**config.mk**
```make
export PLATFORM = sky130hd
export DESIGN_NAME = v2f_alu_arbiter
export DESIGN_NICKNAME = d
export VERILOG_FILES = /design/src/rtl/v2f_alu_arbiter.sv
export SDC_FILE = /design/constraint.sdc
export NUM_CORES = 1
export LEC_CHECK = 0
export BUFFER_PORTS_ARGS = -buffer_cell sky130_fd_sc_hd__buf_2
export CELL_PAD_IN_SITES_DETAIL_PLACEMENT = 1
export CELL_PAD_IN_SITES_GLOBAL_PLACEMENT = 1
export CORE_AREA = 2 2 161 163
export CTS_CLUSTER_SIZE = 20
export DETAILED_ROUTE_END_ITERATION = 7
export DIE_AREA = 0 0 163 165
export GPL_TIMING_DRIVEN = 0
export PLACE_DENSITY_LB_ADDON = 0.1
export SLEW_MARGIN = 20
export SYNTH_ARGS = -nofsm -noshare
export SYNTH_HDL_FRONTEND = slang
export SYNTH_SLANG_ARGS = --single-unit
export TNS_END_PERCENT = 20
```
**constraint.sdc**
```tcl
create_clock -name clk -period 3.2 [get_ports clk]
set_input_delay 0.32 -clock clk [delete_from_list [all_inputs] [get_ports clk]]
set_output_delay 0.32 -clock clk [all_outputs]
set_load 0.01 [all_outputs]
```
**src/rtl/v2f_alu_arbiter.sv**
```systemverilog
// v2f_alu_arbiter: round-robin issue arbiter sharing one pipelined v2f ALU
// between N_REQ requesters. Each result returns tagged with its requester.
// Ports: clk, rst (async, active-high); req_valid/req_ready/req_op/req_a/req_b
// are the requester side (packed, requester i at slice i); alu_issue/alu_op/
// alu_a/alu_b/alu_y are the shared ALU side; rsp_valid/rsp_id/rsp_y/rsp_err
// carry the single-cycle tagged response.
// Optional: define V2F_ARB_DIVZERO_GUARD_EN to suppress div/mod by zero.
module v2f_alu_arbiter #(
    parameter int N_REQ   = 4,
    parameter int WIDTH   = 32,
    parameter int OP_W    = 4,
    parameter int LATENCY = 2,
    localparam int IDW    = $clog2(N_REQ)
) (
    input  logic                   clk,
    input  logic                   rst,
    input  logic [N_REQ-1:0]       req_valid,
    output logic [N_REQ-1:0]       req_ready,
    input  logic [N_REQ*OP_W-1:0]  req_op,
    input  logic [N_REQ*WIDTH-1:0] req_a,
    input  logic [N_REQ*WIDTH-1:0] req_b,
    output logic                   alu_issue,
    output logic [OP_W-1:0]        alu_op,
    output logic [WIDTH-1:0]       alu_a,
    output logic [WIDTH-1:0]       alu_b,
    input  logic [WIDTH-1:0]       alu_y,
    output logic                   rsp_valid,
    output logic [IDW-1:0]         rsp_id,
    output logic [WIDTH-1:0]       rsp_y,
    output logic                   rsp_err
);

    logic [IDW-1:0]   ptr;
    logic             found;
    logic [IDW-1:0]   grant_idx;
    logic [IDW-1:0]   ptr_next;
    logic [OP_W-1:0]  g_op;
    logic [WIDTH-1:0] g_a;
    logic [WIDTH-1:0] g_b;
    logic             div0;

    // Issue-stage tag, aligned with alu_issue.
    logic             iss_v;
    logic [IDW-1:0]   iss_id;
    logic             iss_err;

    // Tag pipe: last stage lines up with alu_y for the matching issue.
    logic [LATENCY-1:0] tag_v;
    logic [LATENCY-1:0] tag_err;
    logic [IDW-1:0]     tag_id [LATENCY];

    // First valid requester at or after ptr, wrapping.
    always_comb begin
        found     = 1'b0;
        grant_idx = '0;
        for (int k = 0; k < N_REQ; k++) begin
            if (!found && req_valid[(int'(ptr) + k) % N_REQ]) begin
                found     = 1'b1;
                grant_idx = IDW'((int'(ptr) + k) % N_REQ);
            end
        end
    end

    always_comb begin
        req_ready = '0;
        if (found) req_ready[grant_idx] = 1'b1;
    end

    assign ptr_next = (grant_idx == IDW'(N_REQ - 1)) ? '0 : grant_idx + 1'b1;
    assign g_op     = req_op[grant_idx*OP_W +: OP_W];
    assign g_a      = req_a[grant_idx*WIDTH +: WIDTH];
    assign g_b      = req_b[grant_idx*WIDTH +: WIDTH];

`ifdef V2F_ARB_DIVZERO_GUARD_EN
    assign div0 = ((g_op == OP_W'(3)) || (g_op == OP_W'(4))) && (g_b == '0);
`else
    assign div0 = 1'b0;
`endif

    always_ff @(posedge clk or posedge rst) begin
        if (rst) begin
            ptr       <= '0;
            alu_issue <= 1'b0;
            alu_op    <= '0;
            alu_a     <= '0;
            alu_b     <= '0;
            iss_v     <= 1'b0;
            iss_id    <= '0;
            iss_err   <= 1'b0;
            tag_v     <= '0;
            tag_err   <= '0;
            for (int k = 0; k < LATENCY; k++) tag_id[k] <= '0;
        end else begin
            alu_issue <= found & ~div0;
            iss_v     <= found;
            iss_id    <= grant_idx;
            iss_err   <= found & div0;
            if (found) begin
                ptr <= ptr_next;
                // A suppressed div/mod leaves the ALU inputs untouched.
                if (!div0) begin
                    alu_op <= g_op;
                    alu_a  <= g_a;
                    alu_b  <= g_b;
                end
            end
            for (int k = LATENCY - 1; k > 0; k--) begin
                tag_v[k]   <= tag_v[k-1];
                tag_err[k] <= tag_err[k-1];
                tag_id[k]  <= tag_id[k-1];
            end
            tag_v[0]   <= iss_v;
            tag_err[0] <= iss_err;
            tag_id[0]  <= iss_id;
        end
    end

    assign rsp_valid = tag_v[LATENCY-1];
    assign rsp_err   = tag_v[LATENCY-1] & tag_err[LATENCY-1];
    assign rsp_id    = tag_v[LATENCY-1] ? tag_id[LATENCY-1] : '0;
    assign rsp_y     = (tag_v[LATENCY-1] && !tag_err[LATENCY-1]) ? alu_y : '0;

endmodule

```
# == After elaboration in Yosys (flattened, before gate mapping) ==
# Index checks and enable logic that the tools add are counted.
# word_totals
inputBits,310
word_cells,61
ff_bits,79
# op_classes
n_eq_ne,1
n_mux,25
addsub,4
reduce_logical,10
order_cmp,6
shifts,3
bitwise_logic,3
# ops
cell,n
128-bit by 8-bit variable part select with 32-bit output,2
32-bit two-way mux,1
16-bit by 5-bit variable part select with 4-bit output,1
"3-bit by 4-bit less-than comparator with 1-bit output, second input constant",3
1-bit two-way mux,12
2-bit two-way mux,6
1-bit binary-select mux with 2-bit select,4
"2-bit by 3-bit less-than comparator with 1-bit output, second input constant",2
2-bit OR reduction,3
"2-bit by 1-bit adder with 2-bit output, second input constant",2
"2-bit adder, second input constant",2
1-bit logical AND,4
4-bit two-way mux,1
"1-bit AND, first input constant",3
1-bit zero test,3
1-bit demux with 2-bit select,1
"2-bit equality test, second input constant",1
"2-bit by 1-bit >= comparator with 1-bit output, second input constant",1

# == Depth between registers and ports, before layout ==
# Gate-level depths: netlist (run 1).
# logic_depth
word_depth,19
ltp_mapped,7

# == Least setup slack after synthesis (run 1) ==
# No wires, ideal clock.
# synth_path
path_type,input -> output
start,input req_valid[3]
end,output req_ready[0]
path_buffers,2
setup_slack_ns,1.452
arrival_time_ns,1.428
stages,4
required_ns,2.880
cell_sequence,buf_2 o31ai_2 clkbuf_1 and2_1
# synth_between
elab_chain_cells,17
# synth_lines
element,line,source
"start, declared",17,"input logic [N_REQ-1:0] req_valid,"
1-bit binary-select mux with 2-bit select,57,if (!found && req_valid[(int'(ptr) + k) % N_REQ]) begin
1-bit two-way mux (not written as such),57,
1-bit two-way mux,57,
1-bit zero test,57,
1-bit logical AND,57,
1-bit two-way mux,57,
1-bit zero test,57,
1-bit logical AND,57,
1-bit two-way mux,57,
1-bit zero test,57,
1-bit logical AND,57,
2-bit two-way mux,57,
2-bit by 3-bit less-than comparator with 1-bit output (not written as such) or 2-bit by 1-bit >= comparator with 1-bit output (tied branches),66,if (found) req_ready[grant_idx] = 1'b1;
1-bit logical AND (not written as such),66,
1-bit two-way mux (not written as such),66,
1-bit demux with 2-bit select,66,
4-bit two-way mux (*),66,
"end, declared",18,"output logic [N_REQ-1:0] req_ready,"
# Every way passes the cells marked *; elsewhere a longest branch is shown, timed or not. The select of a mux whose other input is x is not followed.

# == Worst setup path after layout (run 1) ==
# layout_path
start,register ptr[1]
end,output req_ready[0]
# layout_between
elab_chain_cells,17
# layout_lines
element,line,source
"start, declared",33,logic [IDW-1:0] ptr;
"start signal, assigned",99,ptr <= ptr_next;
2-bit by 1-bit adder with 2-bit output or 1-bit binary-select mux with 2-bit select (tied branches),"57, 59",
1-bit binary-select mux with 2-bit select or 1-bit two-way mux (tied branches),57,
1-bit two-way mux (not written as such),57,
1-bit two-way mux (not written as such) or 1-bit zero test (tied branches),57,
1-bit logical AND,57,
1-bit two-way mux,57,
1-bit zero test,57,
1-bit logical AND,57,
1-bit two-way mux,57,
1-bit zero test,57,
1-bit logical AND,57,
2-bit two-way mux,57,
2-bit by 3-bit less-than comparator with 1-bit output (not written as such) or 2-bit by 1-bit >= comparator with 1-bit output (tied branches),66,
1-bit logical AND (not written as such),66,
1-bit two-way mux (not written as such),66,
1-bit demux with 2-bit select,66,
4-bit two-way mux (*),66,
# Marked as above.

==> results of run 1 <==
## sequential cells by signal, indices dropped and copies added (netlist names)
register	count
ptr	2
iss_v	1
tag_v	2
iss_id	2
tag_id	4
alu_a	32
alu_b	32
alu_op	4
## worst min path at each step
stage | startpoint | endpoint | slack (ns) | cells past startpoint
after floorplan | tag_id[2] | tag_id[0] | 0.33 | 0
after global placement | tag_id[3] | tag_id[1] | 0.33 | 0
after detailed placement | tag_v[0] | tag_v[1] | 0.34 | 0
after CTS | req_a[89] | alu_a[25] | 0.26 | 3
after global routing | req_b[22] | alu_b[22] | 0.29 | 3
final | req_a[89] | alu_a[25] | 0.27 | 3
## critical path: stages, from the launching register on
cell	delay [ns]
dfrtp_1	0.42
buf_4	0.19
nand3b_1	0.08
o2111ai_1	0.13
o31ai_2	0.24
clkbuf_1	0.51
and2_1	0.20
buf_2	0.13
## synthesized netlist by cell type, drive strengths merged
library cell | count | area [µm²]
inv | 6 | 22.52
buf | 24 | 224.0
and2 | 35 | 219.0
a221oi | 68 | 595.6
mux2i | 45 | 450.4
nand2b | 1 | 6.260
a211o | 1 | 8.760
o221a | 2 | 22.52
nor4 | 1 | 21.27
mux2 | 24 | 270.3
nand2 | 25 | 93.84
conb | 1 | 3.750
nor2 | 71 | 266.5
nor2b | 1 | 6.260
clkbuf | 26 | 97.59
dfrtp | 79 | 1977
a21oi | 30 | 150.1
o2111ai | 1 | 8.760
o22ai | 44 | 275.3
nand3b | 1 | 7.510
o32ai | 1 | 16.27
o221ai | 1 | 15.01
o21ai | 2 | 10.00
a21boi | 1 | 7.510
o31ai | 1 | 12.51
or3b | 1 | 8.760
## cell usage in the layout, fill, tap and decap left out, drive strengths merged, types with 2 or more instances in the layout
cell,count
a21oi,30
a221oi,68
and2,35
buf,438
bufinv,3
clkbuf,35
clkinvlp,2
dfrtp,79
diode,7
inv,6
mux2,24
mux2i,45
nand2,25
nor2,71
o21ai,2
o221a,2
o22ai,44
## per-stage QoR
stage | instances | utilization | hold slack (ns) | setup TNS, ns
2_1_floorplan | 493 | - | 0.3312 | 0
3_3_place_gp | 1236 | 0.2907 | 0.3330 | -52.85
3_5_place_dp | 1237 | 0.2920 | 0.3363 | 0
4_1_cts | 1253 | 0.3057 | 0.2558 | 0
5_1_grt | 1257 | 0.3061 | 0.2852 | 0
6_report | 1260 | 0.3064 | 0.2725 | 0
## cell type report
cell class	count	area, µm²	share of cell area
inverter	6	27.53	0.003588
timing repair buffer	415	2105	0.2743
sequential	79	1977	0.2577
multi-input combinational	358	2476	0.3227
buffer	50	321.6	0.04191
clock inverter	6	110.1	0.01435
clock buffer	9	225.2	0.02935
antenna	7	17.52	0.002283
tap	330	412.9	0.05382
## logic make-up (layout without fill, tap and decap cells)
logic type / Yosys count / after routing / share of synthesized area
AOI/OAI and AO/OA: 152 / 152 / 0.2340
and+or+nand+nor: 136 / 136 / 0.1312
DFF: 79 / 79 / 0.4121
muxes: 69 / 69 / 0.1502
buffers and inverters: 56 / 486 / 0.07173
other: 1 / 8 / 0.0007817
## power groups by stage
| stage | registers [mW] | clock network (mW) | logic (mW) |
|---|---|---|---|
| floorplan | 1.59 | 0 | 0.957 |
| global placement | 1.45 | 0 | 1.97 |
| detailed placement | 1.46 | 0 | 1.97 |
| CTS | 1.44 | 1.25 | 1.98 |
| global route | 1.49 | 1.29 | 2.12 |
| finish | 1.44 | 1.21 | 1.93 |
## routing by layer
metal,track usage,wire length (µm)
met1,0.2084,9661
met2,0.3055,11950
met3,0.04345,1845
met4,0.05632,447
met5,0,13
==> results, run 1 <==
- The tree is rooted in a clkbuf_16.
- The signal arrival time at the worst endpoint is ~2.3 ns.
- Dividing the detail-routed wire length by the instance count gives ~19 µm.
- The post-route cell area is between 0.007 and 0.008 mm².
- The number of hold buffers added after CTS was 1.
- Of the total power, the clock network draws 0.264.
- In this run the vertical extent of the chip is 165 µm.
- The maximum buffer depth of the clock tree is 2.
- The nature of the critical path endpoint is an output pin.
- Setup violations remaining at the end of the flow were counted as 0.
- The antenna violation net count after detailed routing is 0.
- The insertion delay of the later-clocked pin in the worst-skew pair is 0.35 ns.
- The synthesized design contains a little under 80 register bits.
- The wire-length estimate of the detail-placed layout is around 19000 µm.
- After synthesis the cells add up to 0.004797 mm².
- In the final design database the tool counted about 1200 nets.
- In this run the worst setup path begins at ptr[1].
- The width of the die is around 160 µm.
- Prior to clock tree synthesis, the placed netlist has a worst setup slack of between 0.6 and 0.7 ns.
- The post-detailed-routing wire length is ~24000 µm.
- Of all nets on the critical path, the largest fanout is 10.
- For this run, the top clock speed supported by timing is slightly below 400 MHz.
- Setup repair after global routing left no endpoint under its margin.
- The post-route worst setup slack is approximately 0.63 ns.
- The worst slew margin relative to its limit is 0.4222.
- Buffers placed on the I/O ports in this run total roughly 410.
- After detailed routing, the number of remaining DRC violations is 0.
- The reg-to-reg startpoint is ptr[1].
- The worst register-to-register path has a depth of 6.
- The routability-driven placement congestion ratio is just over 0.7.
- The pin count of the biggest net entering global routing is 44.
- In this run, CTS created clock tree buffers numbering 9.
- For this run, the total global-route usage over all layers was measured as 0.1741.
- The leakage power is between 3 and 4 nW.
- In this run the critical register-to-register path is captured at alu_a[11].
- The number of levels in the clock H-tree is 3.
- The flow ran to the end, and the final reports show no timing, DRC or antenna violations.
- The critical path class is register to output pin.
- Cell internal power was estimated by the tool at 2.924 mW.
- Of the total power, registers draw 0.315.
- The sequential fraction of the synthesis area is 0.4121.
- The first global-routing pass estimated around 35000 µm of wire.
- Setup slack on the worst reg-to-reg path comes out at around 0.84 ns.
- The share of the clock period used by the worst path is 0.8037.
- The aggregate global routing overflow is 0.
- The number of global-route vias before repair is around 6000.
- The classification of the worst-slack hold path is input port to register.
- The I/O pin count is ~420.
- The final worst clock skew is roughly 0.014 ns.
- The initial detailed-routing violation count is roughly 190.
- The floorplan core area is about 0.025 mm².
- The measured slew at the worst slew-check pin is between 0.8 and 0.9 ns.
- In this run the post-CTS setup repair buffer count came out at 0.
- Once placement finished, the instance area stood at 0.007310 mm².
- The fill cell total of the finished layout is a little over 3000.
- Clock-pin slew was measured on the worst setup and hold paths at around 0.060 ns.
- The combinational group share of total power is 0.421.
- The max-slew violation count is 0.
- The total power draw is 4.572 mW.
- The worst path in the final design needs a cycle of about 2.6 ns, including I/O delays and setup.
- The last element of the critical path is req_ready[0].
- Relative to the synthesized area, the layout overhead comes to 59.94%.
- Of the total power, the share spent switching nets is 0.3603.
- Once the clock tree was built, the resizer swapped 0 gates to a different size.
- The worst-case IR drop observed on VDD is 0.1706 mV.
- The total via count after detailed routing is roughly 5700.
- Synthesis produced around 500 cells.
- In this run the core area contains 58 standard-cell rows.
- The detail-routed via count per cell is 4.486.
- The yosys synthesis warning count is 0.
- The CTS tree is done.
- For this design the ratio of total power to cell area is approximately 600 mW/mm².
- In this run the power spent charging and discharging nets is approximately 1.6 mW.
- The final number of hold-violating endpoints was 0.
- The number of antenna violations at the first check in global routing came to 7.
- The pre-antenna-repair detailed-routing pass consisted of 4 iterations.
- Clock tree synthesis found a total of roughly 80 sinks.
- STA classifies the critical path startpoint as a register.
- The die covers 0.02690 mm².
- For this configuration, the core starts out at a cell density of 0.1916.
- When the netlist entered floorplanning its net count stood at approximately 800.
- In the final layout, the share of cells above drive strength 1 is 0.5244.
- At the worst endpoint, the required time is around 2.9 ns.
- The synthesized area per cell is about 10 µm².
- The number of max-cap violations is 0.
- The synthesized netlist contains 32 unique library cells.
(Power assumes the default switching activity.)
==> run 2: changes to the inputs <==
Clock period 3.2 ns to 2.35 ns, I/O delays scaled along.
==> run 2 against run 1 <==
Compared with the run above: utilization rose by 0.21 points; via count grew 0.32%; sequential power rose by 36%; clock-buffer cell count stayed put; largest cell class unchanged.
==> results, run 2 (synthesized netlist as in run 1, its figures left out) <==
- The run finished with clean final reports.
- The die covers between 0.02 and 0.03 mm².
- The sink count of the clock tree is just under 80.
- The post-CTS clock slew at the launch and capture registers of the worst setup and hold paths is around 0.06 ns.
- Counting tap cells, the placed design contains a total of about 1200 instances.
- The detail-routed via count per cell is about 4.5.
- The insertion delay of the later-clocked pin in the worst-skew pair is about 0.34 ns.
- The max-slew violation count is 0.
- The minimum setup slack after placement is -0.04930 ns.
- The nature of the critical path endpoint is an output pin.
- The cell area after placement is between 0.007 and 0.008 mm².
- The family of cells with the greatest summed delay on the critical path is buffers and inverters.
- The number of max-cap violations is 0.
- The critical path goes through buf_4, a21oi_1, o221a_2, buf_2, buf_4, buf_2.
- The final-layout setup total negative slack is 0 ns.
- The wire length of the first global-routing pass is ~35000 µm.
- The data required time at the worst endpoint is 2.12 ns.
- The cell at the root of the clock tree is clkbuf_16.
- Setup repair after global routing left no endpoint under its margin.
- The I/O pin count is approximately 420.
- In this run the tightest slew margin relative to its limit is 0.5194.
- In the routed design, unresolved DRC markers number 0.
- Counting instances, the worst hold path has a depth of 3.
- The number of cells on the worst reg-to-reg path is 6.
- The TritonCTS buffer count is 9.
- The global-route total usage across every layer is 0.1741.
- The CTS tree is done.
- The H-tree generated during clock tree synthesis spans 3 levels.
- The most frequent standard cell in the layout excluding fill and tap cells is buf_2.
- The number of global-route vias before repair is 6043.
- The worst hold path begins at req_a[89].
- Leaving out fill and tap cells, the most frequent cells in the layout are buf_2, dfrtp_1, nor2_1.
- The floorplan core area is 0.02504 mm².
- The number of buffers inserted by port buffering is roughly 410.
- The synthesis-to-finish area growth is 61.03%.
- Counting both buffers and inverters, the worst setup path holds a total of 4.
- The post-detailed-routing wire length is ~24000 µm.
- The highest ir drop seen on vdd is approximately 0.23 mV.
- In this run the worst path has a maximum fanout of 10.
- Data arrives at the worst endpoint at about 2 ns.
- The largest registers in the layout are alu_a (32), alu_b (32).
- In this run the number of cells on the critical path is 6.
- The antenna violation net count after detailed routing is 0.
- Of the cells placed in the final design, the portion with a size suffix greater than 1 is 0.5281.
- The type of origin of the critical path is a register.
- The maximum frequency from static timing analysis is 454.8 MHz.
- The post-route worst setup slack is 0.1514 ns.
- The final worst clock skew is 0.01066 ns.
- The source of the critical timing path is ptr[1].
- The final route contains 5670 vias.
- The routed design could run at a clock period as short as about 2.2 ns.
- Summed over all layers, the global routing overflow is 0.
- The initial core utilization is 0.1916.
- The share of the clock period used by the worst path is 0.9356.
- The classification of the worst-slack hold path is input port to register.
- For this design the ratio of total power to cell area is around 810 mW/mm².
- Routability-driven placement finished with a final weighted congestion of ~0.72.
- The pin count of the biggest net entering global routing is 44.
- The initialized floorplan defines 58 standard-cell rows.
- The final number of setup-violating endpoints is 0.
- The maximum cell stage delay along the critical path is approximately 0.42 ns.
- The number of antenna violations at the first check in global routing is 7.
- The initial detailed-routing violation count is about 180.
- At the end of the flow, the number of nets in the layout was ~1200.
- By startpoint and endpoint, the worst setup path is classified as register to output pin.
- The longest clock path from root to sink contains 2 buffers.
- Summed over all nets, the half-perimeter wirelength after detailed placement is about 19000 µm.
- The startpoint identified for the worst register-to-register timing path is ptr[1].
- The width of the die is 163 µm.
- The post-route cell area is about 0.0077 mm².
- After detailed routing, the average wire length per cell comes to approximately 19 µm.
- The slowest library cell on the worst path is dfrtp_1.
- The final number of hold-violating endpoints is 0.
- For this run, the number of standard cells in the final layout without fillers is 1261.
- The chip height is roughly 170 µm.
- The leakage power is between 3 and 4 nW.
- The first detailed-routing pass took 4 iterations.
- The measured slew at the worst slew-check pin is 0.7155 ns.
[run 2: cell count changes in the layout (fill, tap and decap cells not counted), sizes merged]
cell  delta
buf      +1
[run 2: metrics by stage]
step                power (mW)  utilization  hold WS (ns)
floorplan                3.466            -        0.3312
global placement         4.660       0.2907        0.3330
detailed placement       4.672       0.2920        0.2621
CTS                      6.379       0.3067        0.1708
global route             6.704       0.3082        0.2002
finish                   6.255       0.3085        0.1874
[run 2: path summary, 6_finish.rpt]
check                                    end  slack, ns
worst max-delay path            req_ready[1]       0.15
max in group asynchronous          alu_b[20]       1.33
worst min-delay path               alu_a[25]       0.19
min in group asynchronous           alu_b[5]       0.44
worst max register to register     alu_a[11]       0.18
worst min register to register      tag_v[1]       0.35
[run 2: power breakdown]
part           internal [mW]  switching (mW)
Sequential              1.76           0.201
Clock                   1.03           0.604
Combinational           1.21            1.44
[run 2: routing by layer]
layer  wire length, µm  global-route usage  share of wire
met5                13                   0        0.00054
met4               449             0.05632          0.019
met1              9633              0.2086           0.40
met2             11980              0.3055           0.50
met3              1817             0.04345          0.076
[run 2: final cells by class]
| cell class | count | area (µm²) |
|---|---|---|
| sequential | 79 | 1978 |
| multi-input combinational | 358 | 2507 |
| timing repair buffer | 416 | 2112 |
| inverter | 6 | 27.53 |
| tap | 330 | 412.9 |
| fill | 3095 | 17310 |
| antenna | 7 | 17.52 |
| buffer | 50 | 334.1 |
| clock inverter | 6 | 110.1 |
| clock buffer | 9 | 225.2 |
[run 2: what timing repair did]
item	in CTS	in global routing
pin swaps	0	1
setup endpoints to repair	11	5
hold endpoints to repair	36	0
hold buffers	1	0
resized for setup	5	5
buffers inserted	0	1
gates cloned	0	0
[run 2: tightest hold or removal path: stages]
cell,delay [ns]
buf_2,0.07
a221oi_1,0.06
a21oi_1,0.12
==> run 3: changes to the inputs <==
Clock period 2.35 ns to 2.2 ns, I/O delays scaled along.
==> run 3 against run 2 <==
Compared with the run above: die area unchanged; design area rose by 1.3%; sequential share of layout area decreased by 0.33 points; worst hold slack worse by 0.012 ns; clock skew is 0.0042 ns lower; global-route usage decreased by 0.41 points; clock-buffer cell count increased by 2; critical endpoint is now req_ready[3]; highest routed layer unchanged.
==> results, run 3 (synthesized netlist as in run 1, its figures left out) <==
- For hold timing, the worst endpoint is alu_b[0].
- On the worst path, the slowest cell contributes a delay of ~0.4 ns.
- The worst hold path depth is 3.
- In this design, the largest share of critical-path delay is due to buffers and inverters.
- The completed layout was analyzed and its total power is slightly below 7 mW.
- The critical path is of the register to output pin type.
- The floorplan step set the die height to ~170 µm.
- For this run, the number of standard cells in the final layout without fillers is between 1000 and 1500.
- Traced cell by cell, the critical path runs through buf_4, inv_1, a21oi_1, o221a_2, clkbuf_4, buf_2.
- The CTS tree is done.
- In the final layout, the share of cells above drive strength 1 is 0.5327.
- After floorplanning, the core was divided into between 50 and 60 placement rows.
- The peak fanout along the critical path is 10.
- The TritonCTS buffer count is 9.
- The sink count of the clock tree is 79.
- After clock tree synthesis, the clock-pin slew on the worst setup and hold paths is 0.07 ns.
- The classification of the worst-slack hold path is input port to register.
- The pin count of the biggest net entering global routing is 29.
- In the layout the commonest cells are buf_2, dfrtp_1, nor2_1.
- The synthesis-to-finish area growth is 63.15%.
- The nature of the critical path endpoint is an output pin.
- The number of placed instances, taps included is around 1200.
- The initial detailed-routing violation count is between 150 and 200.
- The clock period could shrink to approximately 2.1 ns.
- Setup repair after global routing could not meet its margin everywhere.
- In this run the power density over the cells is ~860 mW/mm².
- The reg-to-reg setup timing slack is 0.17 ns.
- In this run the clock root is driven by a clkbuf_16.
- The minimum setup slack after placement is -0.1444 ns.
- The insertion delay of the later-clocked pin in the worst-skew pair is ~0.34 ns.
- The final layout net count is approximately 1200.
- For this design the static power due to leakage is ~4.0 nW.
- The run finished with clean final reports.
- The maximum frequency from static timing analysis is 478.5 MHz.
- The longest clock path from root to sink contains 2 buffers.
- In the final layout, the registers with the most flip-flops are alu_a (32), alu_b (32).
- The total via count after detailed routing is around 5700.
- The number of global-route vias before repair is slightly below 6000.
- The detail-routed via count per cell is between 4 and 5.
- The number of antenna violations at the first check in global routing is 4.
- Data on the critical path is required at its endpoint by ~2 ns.
- The fill cell total of the finished layout is between 3000 and 4000.
- In this run the critical register-to-register path is captured at alu_a[30].
- The detail route stage leaves a number of antenna-violating nets equal to 0.
- Max-cap violations in this run came to 0.
- The floorplan core area is 0.02504 mm².
- The most frequent standard cell in the layout excluding fill and tap cells is buf_2.
- In this run the tool buffered the top-level ports with 413 buffer cells.
- Across the routed clock network, the largest skew measured is about 0.0064 ns.
- The I/O pin count is roughly 420.
- The post-route worst setup slack is 0.1102 ns.
- The signal arrival time at the worst endpoint is between 1.5 and 2 ns.
- The share of the clock period used by the worst path is 0.9499.
- The max-slew violation count is 0.
- The type of origin of the critical path is a register.
- The per-cell routed wire length is about 19 µm.
- The die footprint is between 0.02 and 0.03 mm².
- The count of TritonRoute iterations in the first routing pass is 4.
- In this run the tightest slew margin relative to its limit is 0.5513.
- The aggregate global routing overflow is 0.
- The initial core utilization is 0.1916.
- The wire length of the first global-routing pass is about 35000 µm.
- On the critical path, the stage with the largest delay is an instance of dfrtp_1.
- The global-route total usage across every layer is 0.1700.
- The die is around 160 µm wide.
- The number of cells on the worst reg-to-reg path is 6.
- The number of levels in the clock H-tree is 3.
- Routability-driven placement finished with a final weighted congestion of just over 0.7.
- The worst hold path startpoint is req_b[96].
- The measured slew at the worst slew-check pin is approximately 0.67 ns.
- The final HPWL from detailed placement is 19170 µm.
- The worst register-to-register path begins at ptr[1].
- For this block, the routed nets add up to around 24000 µm of wire.
- The number of buffer and inverter instances along the worst setup path is 4.
- The final number of hold-violating endpoints is 0.
- Across the VDD grid, the largest voltage drop is 0.2549 mV.
- For this run, design rule violations remaining after detail routing come to 0.
- The final number of setup-violating endpoints is 0.
==> run 3: worst reg2reg max path: cells and delay by family, from the launching register on <==
family	cells	cell delay, ns
AOI/OAI and AO/OA	4	1.01
buffers and inverters	2	0.48
DFF	1	0.41
==> run 3: per-layer routing <==
metal  GRT usage  share of wire
met3     0.03817          0.073
met5           0        0.00054
met4     0.05028          0.013
met1      0.2066           0.40
met2      0.3001           0.51
==> run 3: layout make-up <==
| cell class | instances | area, µm² | area share |
|---|---|---|---|
| multi-input combinational | 358 | 2514 | 0.3212 |
| timing repair buffer | 424 | 2197 | 0.2807 |
| sequential | 79 | 1978 | 0.2528 |
| tap | 330 | 412.9 | 0.05276 |
| buffer | 50 | 340.3 | 0.04349 |
| clock buffer | 11 | 242.7 | 0.03102 |
| clock inverter | 5 | 105.1 | 0.01343 |
| inverter | 6 | 26.28 | 0.003357 |
| antenna | 4 | 10.01 | 0.001279 |
==> run 3: repair_timing <==
item | in CTS | in global routing
endpoints found under the hold margin | 9 | 0
buffers inserted | 0 | 7
resized for setup | 5 | 9
pin swaps | 0 | 2
setup endpoints to repair | 37 | 49
hold buffers | 1 | 0
==> run 3: worst max path at each step <==
| stage | from | end | slack (ns) | cells past startpoint |
|---|---|---|---|---|
| CTS | ptr[1] | alu_a[19] | -0.17 | 6 |
| detailed placement | ptr[1] | alu_a[19] | -0.14 | 6 |
| finish | ptr[1] | req_ready[3] | 0.11 | 6 |
| global route | ptr[1] | req_ready[3] | -0.03 | 6 |
| floorplan | ptr[1] | alu_b[24] | 0.51 | 6 |
| global placement | ptr[1] | alu_a[10] | -0.13 | 6 |
==> run 3: power by group <==
group	total, mW	internal, mW	switching [mW]
Clock	1.79	1.14	0.643
Combinational	2.88	1.33	1.55
Sequential	2.10	1.88	0.220
==> run 3: per-stage QoR <==
step / utilization / cell area [µm²] / TNS (ns) / hold slack (ns)
after floorplan: - / 4801 / 0 / 0.3312
after global placement: 0.2908 / 7281 / -2.051 / 0.3321
after detailed placement: 0.2935 / 7348 / -1.762 / 0.1989
after CTS: 0.3085 / 7724 / -1.789 / 0.1560
after global routing: 0.3125 / 7824 / -0.03394 / 0.1786
final: 0.3126 / 7826 / 0 / 0.1752
